$ cat src/rtl/cond_unit.sv
// Execute-stage condition unit: holds the NZCV status register and a one-entry
// shadow copy, and decides whether the instruction in E executes.
module cond_unit #(
  parameter logic [3:0] RST_FLAGS = 4'b0000,
  parameter logic [3:0] RST_SAVED = 4'b0000
) (
  input  logic       clk,
  input  logic       reset,
  input  logic       stall,
  input  logic       flush,
  input  logic [3:0] Cond,
  input  logic [1:0] FlagWrite,
  input  logic       N,
  input  logic       Z,
  input  logic       C,
  input  logic       V,
  input  logic       save,
  input  logic       restore,
  output logic       CondEx,
  output logic [3:0] Flags,
  output logic [3:0] SavedFlags
);

  logic [3:0] flags_q, flags_d;
  logic [3:0] saved_q, saved_d;
  logic       fn, fz, fc, fv;
  logic       cond_true;

  assign {fn, fz, fc, fv} = flags_q;

  // Decode uses registered flags only; results from the flag generator are not forwarded.
  always_comb begin
    cond_true = 1'b0;
    case (Cond)
      4'h0: cond_true = fz;
      4'h1: cond_true = ~fz;
      4'h2: cond_true = fc;
      4'h3: cond_true = ~fc;
      4'h4: cond_true = fn;
      4'h5: cond_true = ~fn;
      4'h6: cond_true = fv;
      4'h7: cond_true = ~fv;
      4'h8: cond_true = fc & ~fz;
      4'h9: cond_true = ~fc | fz;
      4'hA: cond_true = (fn == fv);
      4'hB: cond_true = (fn != fv);
      4'hC: cond_true = ~fz & (fn == fv);
      4'hD: cond_true = fz | (fn != fv);
      4'hE: cond_true = 1'b1;
      4'hF: cond_true = 1'b0;
      default: cond_true = 1'b0;
    endcase
  end

  assign CondEx = cond_true & ~flush;

  // save reads the pre-edge flags, so save+restore swaps the two registers.
  always_comb begin
    flags_d = flags_q;
    saved_d = saved_q;
    if (!stall) begin
      if (save) begin
        saved_d = flags_q;
      end
      if (restore) begin
        flags_d = saved_q;
      end else begin
        if (CondEx && FlagWrite[1]) begin
          flags_d[3] = N;
          flags_d[2] = Z;
        end
        if (CondEx && FlagWrite[0]) begin
          flags_d[1] = C;
          flags_d[0] = V;
        end
      end
    end
  end

  always_ff @(posedge clk) begin
    if (reset) begin
      flags_q <= RST_FLAGS;
      saved_q <= RST_SAVED;
    end else begin
      flags_q <= flags_d;
      saved_q <= saved_d;
    end
  end

  assign Flags      = flags_q;
  assign SavedFlags = saved_q;

endmodule

$ cat config.mk
export PLATFORM = sky130hd
export DESIGN_NAME = cond_unit
export DESIGN_NICKNAME = d
export VERILOG_FILES = /design/src/rtl/cond_unit.sv
export SDC_FILE = /design/constraint.sdc
export NUM_CORES = 1
export LEC_CHECK = 0
export ABC_AREA = 1
export BUFFER_PORTS_ARGS = -buffer_cell sky130_fd_sc_hd__buf_2
export CORE_MARGIN = 10
export CORE_UTILIZATION = 30
export CTS_CLUSTER_DIAMETER = 100
export DETAILED_ROUTE_END_ITERATION = 8
export SLEW_MARGIN = 15
export SYNTH_ARGS = -nofsm -noshare
export SYNTH_HDL_FRONTEND = slang
export SYNTH_SLANG_ARGS = --single-unit
$ cat constraint.sdc
create_clock -name clk -period 4.6 [get_ports clk]
set_clock_uncertainty 0.2 [all_clocks]
set_input_delay 0.92 -clock clk [delete_from_list [all_inputs] [get_ports clk]]
set_output_delay 0.92 -clock clk [all_outputs]
set_load 0.1 [all_outputs]
# Yosys cells after proc, flatten, opt, wreduce, memory -nomap -nowiden
# Cells that the tools add are included.
# classes
n_eq_ne,17
muxes,4
n_reduce_logical,8
bitwise_logic,11
# op_table
op,n
$eq 4x4->1 const B,8
$eq 4x3->1 const B,4
$pmux 1 s16,1
$eq 4x2->1 const B,2
$not 1->1,6
$reduce_and 2->1,3
$eq 4x1->1 const B,1
$logic_not 4->1,1
$mux 2,2
$mux 4,1
$reduce_bool 2->1,2
$and 1x1->1,3
$logic_and 1x1->1,2
$or 1x1->1,2
$eq 1x1->1,1
$ne 1x1->1,1
# word_totals
in_bits,16
elab_cells,43
reg_bits,8
output_inout_bits,9

# Longest topological paths before layout
# depth
word_depth,7
ltp_mapped,15
ltp_nobuf,15

# Worst setup path after synthesis
# No wires, ideal clock.
# synth_path
path_kind,register to output
start,"register flags_q[2], in the netlist Flags[2]"
end,output CondEx
required_ns,3.480
arrival_ns,3.032
stages_incl_launch_ff,7
n_path_buf,0
path_slack_ns,0.448
cell_sequence,dfxtp_1 -> bufinv_8 -> o21ai_1 -> nand2_1 -> nand3_2 -> nand2_2 -> a21oi_1
# synth_via
elab_chain_len,4
word_cells_on_any_way,7
cone_classes,mux (1); bitwise (6)
# synth_rtl
element,line,rtl
start: declaration,24,"logic [3:0] flags_q, flags_d;"
start signal: assignment,85,flags_q <= flags_d;
$not 1->1,"36, 43, 47",
$and 1x1->1 (on tied branches),"47, 43",
$pmux 1 s16 *,34,case (Cond)
$and 1x1->1 *,55,assign CondEx = cond_true & ~flush;
end: declaration,19,"output logic CondEx,"
# Mark *: on every way between the ends. The rest lies on a longest branch, timed or not.

# Final worst setup path
# layout_path
start,input Cond[1]
end,output CondEx
# layout_via
elab_chain_len,3
word_cells_on_any_way,18
cone_classes,eq/ne (15); mux (1); bitwise (1); reduce/logical (1)
# layout_rtl
element,line,rtl
start: declaration,11,"input logic [3:0] Cond,"
$eq 4x4->1 (tied with other cells),34,
$pmux 1 s16 *,34,
$and 1x1->1 *,55,
# Marks and branches as above.

==> metrics.csv <==
metric,value,unit
dpl hpwl,1.35,mm
multiplexer area fraction after synthesis,0,%
Placer Congestion,0.749,
Setup Viol. Count Final,0,
Seq cells post-synth,8,
die area,4220,µm²
Hold Crit Depth,2,
cts hold-fix bufs,0,
DRT iter0 DRCs,42,
achievable clock frequency,0.307,GHz
XOR/XNOR Fraction of Synth Area,0,%
Pins Over Slew Limit,0,
clock root buffer,clkbuf_4,
CORE AREA,1940,µm²
DRC,0,
Synth area leaders,"nand2_1 (28%), dfxtp_1 (26%), nor2_1 (5.6%)",
Hold Slack,313,ps
Post-Synth Simple-Gate Area,51.0,%
syn_area_per_cell,5.71,µm²
post-synth top area share,27.9,%
total CTS buffers,3,
measured slew at the worst slew-check pin,491,ps
Mapped Nets,122,
Final Hold Viols,0,
DRT Pass-1 Iters,4,
vias in the first global route,717,
Via-to-Cell Ratio,4.35,
I/O pins,25,
Setup TNS,0,ps
CP Capture Type,primary output,
die width,64.9,µm
"Seq/Total Area, Yosys",26.4,%
clock slew at reported path FFs,50,ps
worst skew pair latency,260,ps
Max-cap violations,0,
GRT Overall Usage,8.56,%
worst vdd ir,0.175,mV
first-pass GRT wire length,2.95,mm
hold endpoint,SavedFlags[1],
CTS tree,yes,
row count,16,
Placed Cells,157,
setup bufs post-CTS,0,
Routed Antenna Nets,0,
post-layout min period,3260,ps
hold wc startpoint,Flags[1],
Post-Syn Area,606,µm²
WL/cell,10.1,µm
Post-Layout Cell Count,160,
H-Tree Depth,1,
Crit Path Max Fanout,8,
Cells after Synth,106,
initial antenna violation count,0,
port buffer count,24,
worst flop-to-flop path startpoint,Flags[3],
clk sinks,8,
P per Cell Area,301,nW/µm²
Area growth syn-to-layout,29.1,%
worst path arrival time,2140,ps
Longest Clk Path Bufs,2,
compound-cell area share of the yosys netlist,10.7,%
CTS resizes,0,
layout cell share with drive strength beyond 1,35.3,%
Initial Util,31.2,%
largest family of logic cells by synthesized area,simple AND/OR/NAND/NOR gates,
CP startpoint,Cond[1],
Die H,64.9,µm
FF-to-FF End,Flags[1],
worst reg2reg path depth,13,
worst min path class,register to register,
Layout Nets,151,
Synth area leader,nand2_1,
CP Class,input pin to primary output,
CP startpoint kind,input pin,
status,"finished, final reports clean",
fin crit share,70.9,%
adder-cell share of the synthesized area,0,%
Worst Path Required,3480,ps
Yosys cell types,17,
P_leak,0.449,nW
Rel. slew slack,67.5,%
Ant. Diodes,0,
vias,696,
Post-Route WL,1.62,mm
largest net degree at the start of global routing,9,
synth warn,0,
R2R Setup Slk,2900,ps
total grt overflow,0,
RSZ-0062 raised after global routing,no,
==> worst max-delay path: stages <==
cell and delay (ps):
buf_2 140, nor3_2 210, nand2_1 70, nand2_1 60, nand2_1 60, nand3_2 70
nand2_2 50, a21oi_1 110, buf_2 440
==> metrics by stage <==
stage | area [µm²] | setup slack, ps | power, mW | util (%)
6_report | 782 | 1340 | 0.236 | 40.3
5_1_grt | 782 | 1180 | 0.256 | 40.3
4_1_cts | 782 | 1330 | 0.239 | 40.3
3_5_place_dp | 759 | 1330 | 0.182 | 39.1
3_3_place_gp | 759 | 1350 | 0.180 | 39.1
2_1_floorplan | 606 | 448 | 0.160 | -
==> flip-flops by register name, summed over array words and instances, names as in the netlist <==
name and cells:
SavedFlags 4, Flags 4
==> logic make-up (layout without fill, tap and decap cells) <==
family | count (synthesis) | after routing
buffers and inverters | 14 | 41
AO/OA/AOI/OAI | 13 | 13
AND/OR/NAND/NOR | 71 | 71
flip-flops | 8 | 8
==> layout make-up <==
type | count | area [µm²]
Fill cell | 218 | 1160
Inverter | 14 | 71.3
Multi-Input combinational cell | 84 | 374
Clock buffer | 3 | 22.5
Timing Repair Buffer | 24 | 120
Sequential cell | 8 | 160
Tap cell | 27 | 33.8
==> per-layer routing <==
layer	part of all wire, %	GRT usage, %	wire (µm)	vias up
met5	0	0	0	-
met4	1.7	4.81	28	0
met3	14	5.33	231	3
met2	42	13.4	676	23
met1	42	8.58	678	286
li1	-	-	-	384
==> layout by cell type (no fill, tap or decap), types with 3 or more instances in the layout <==
cell type,count
nor2_1,9
nand2_1,45
o21ai_1,6
buf_2,24
inv_1,3
clkbuf_4,3
a21oi_1,6
nor2_2,4
dfxtp_1,8
nand2_2,4
inv_2,8
nand3_1,6
==> cells in the mapped netlist <==
library cell / count
nand3_2: 1
o21ai_1: 6
bufinv_8: 1
or2_1: 1
nand2_1: 45
clkinv_1: 1
nor3_2: 1
a21oi_1: 6
inv_2: 8
o21ai_0: 1
dfxtp_1: 8
nand2_2: 4
inv_6: 1
nand3_1: 6
nor2_2: 4
inv_1: 3
nor2_1: 9
==> how the worst max path moves through the flow <==
| stage | end | slack, ps | cells past startpoint |
|---|---|---|---|
| floorplan | CondEx | 450 | 6 |
| global placement | CondEx | 1350 | 9 |
| detailed placement | CondEx | 1330 | 9 |
| CTS | CondEx | 1330 | 9 |
| global route | CondEx | 1180 | 9 |
| finish | CondEx | 1340 | 9 |
==> power by group <==
| part | internal [mW] | switching, mW | leakage, nW | total (mW) |
|---|---|---|---|---|
| logic | 0.0256 | 0.0748 | 0.370 | 0.100 |
| clock network | 0.0300 | 0.0259 | 0.0138 | 0.0559 |
| registers | 0.0743 | 0.00485 | 0.0660 | 0.0792 |
| total | 0.130 | 0.106 | 0.449 | 0.236 |
Power figures use the tool's default switching activity.
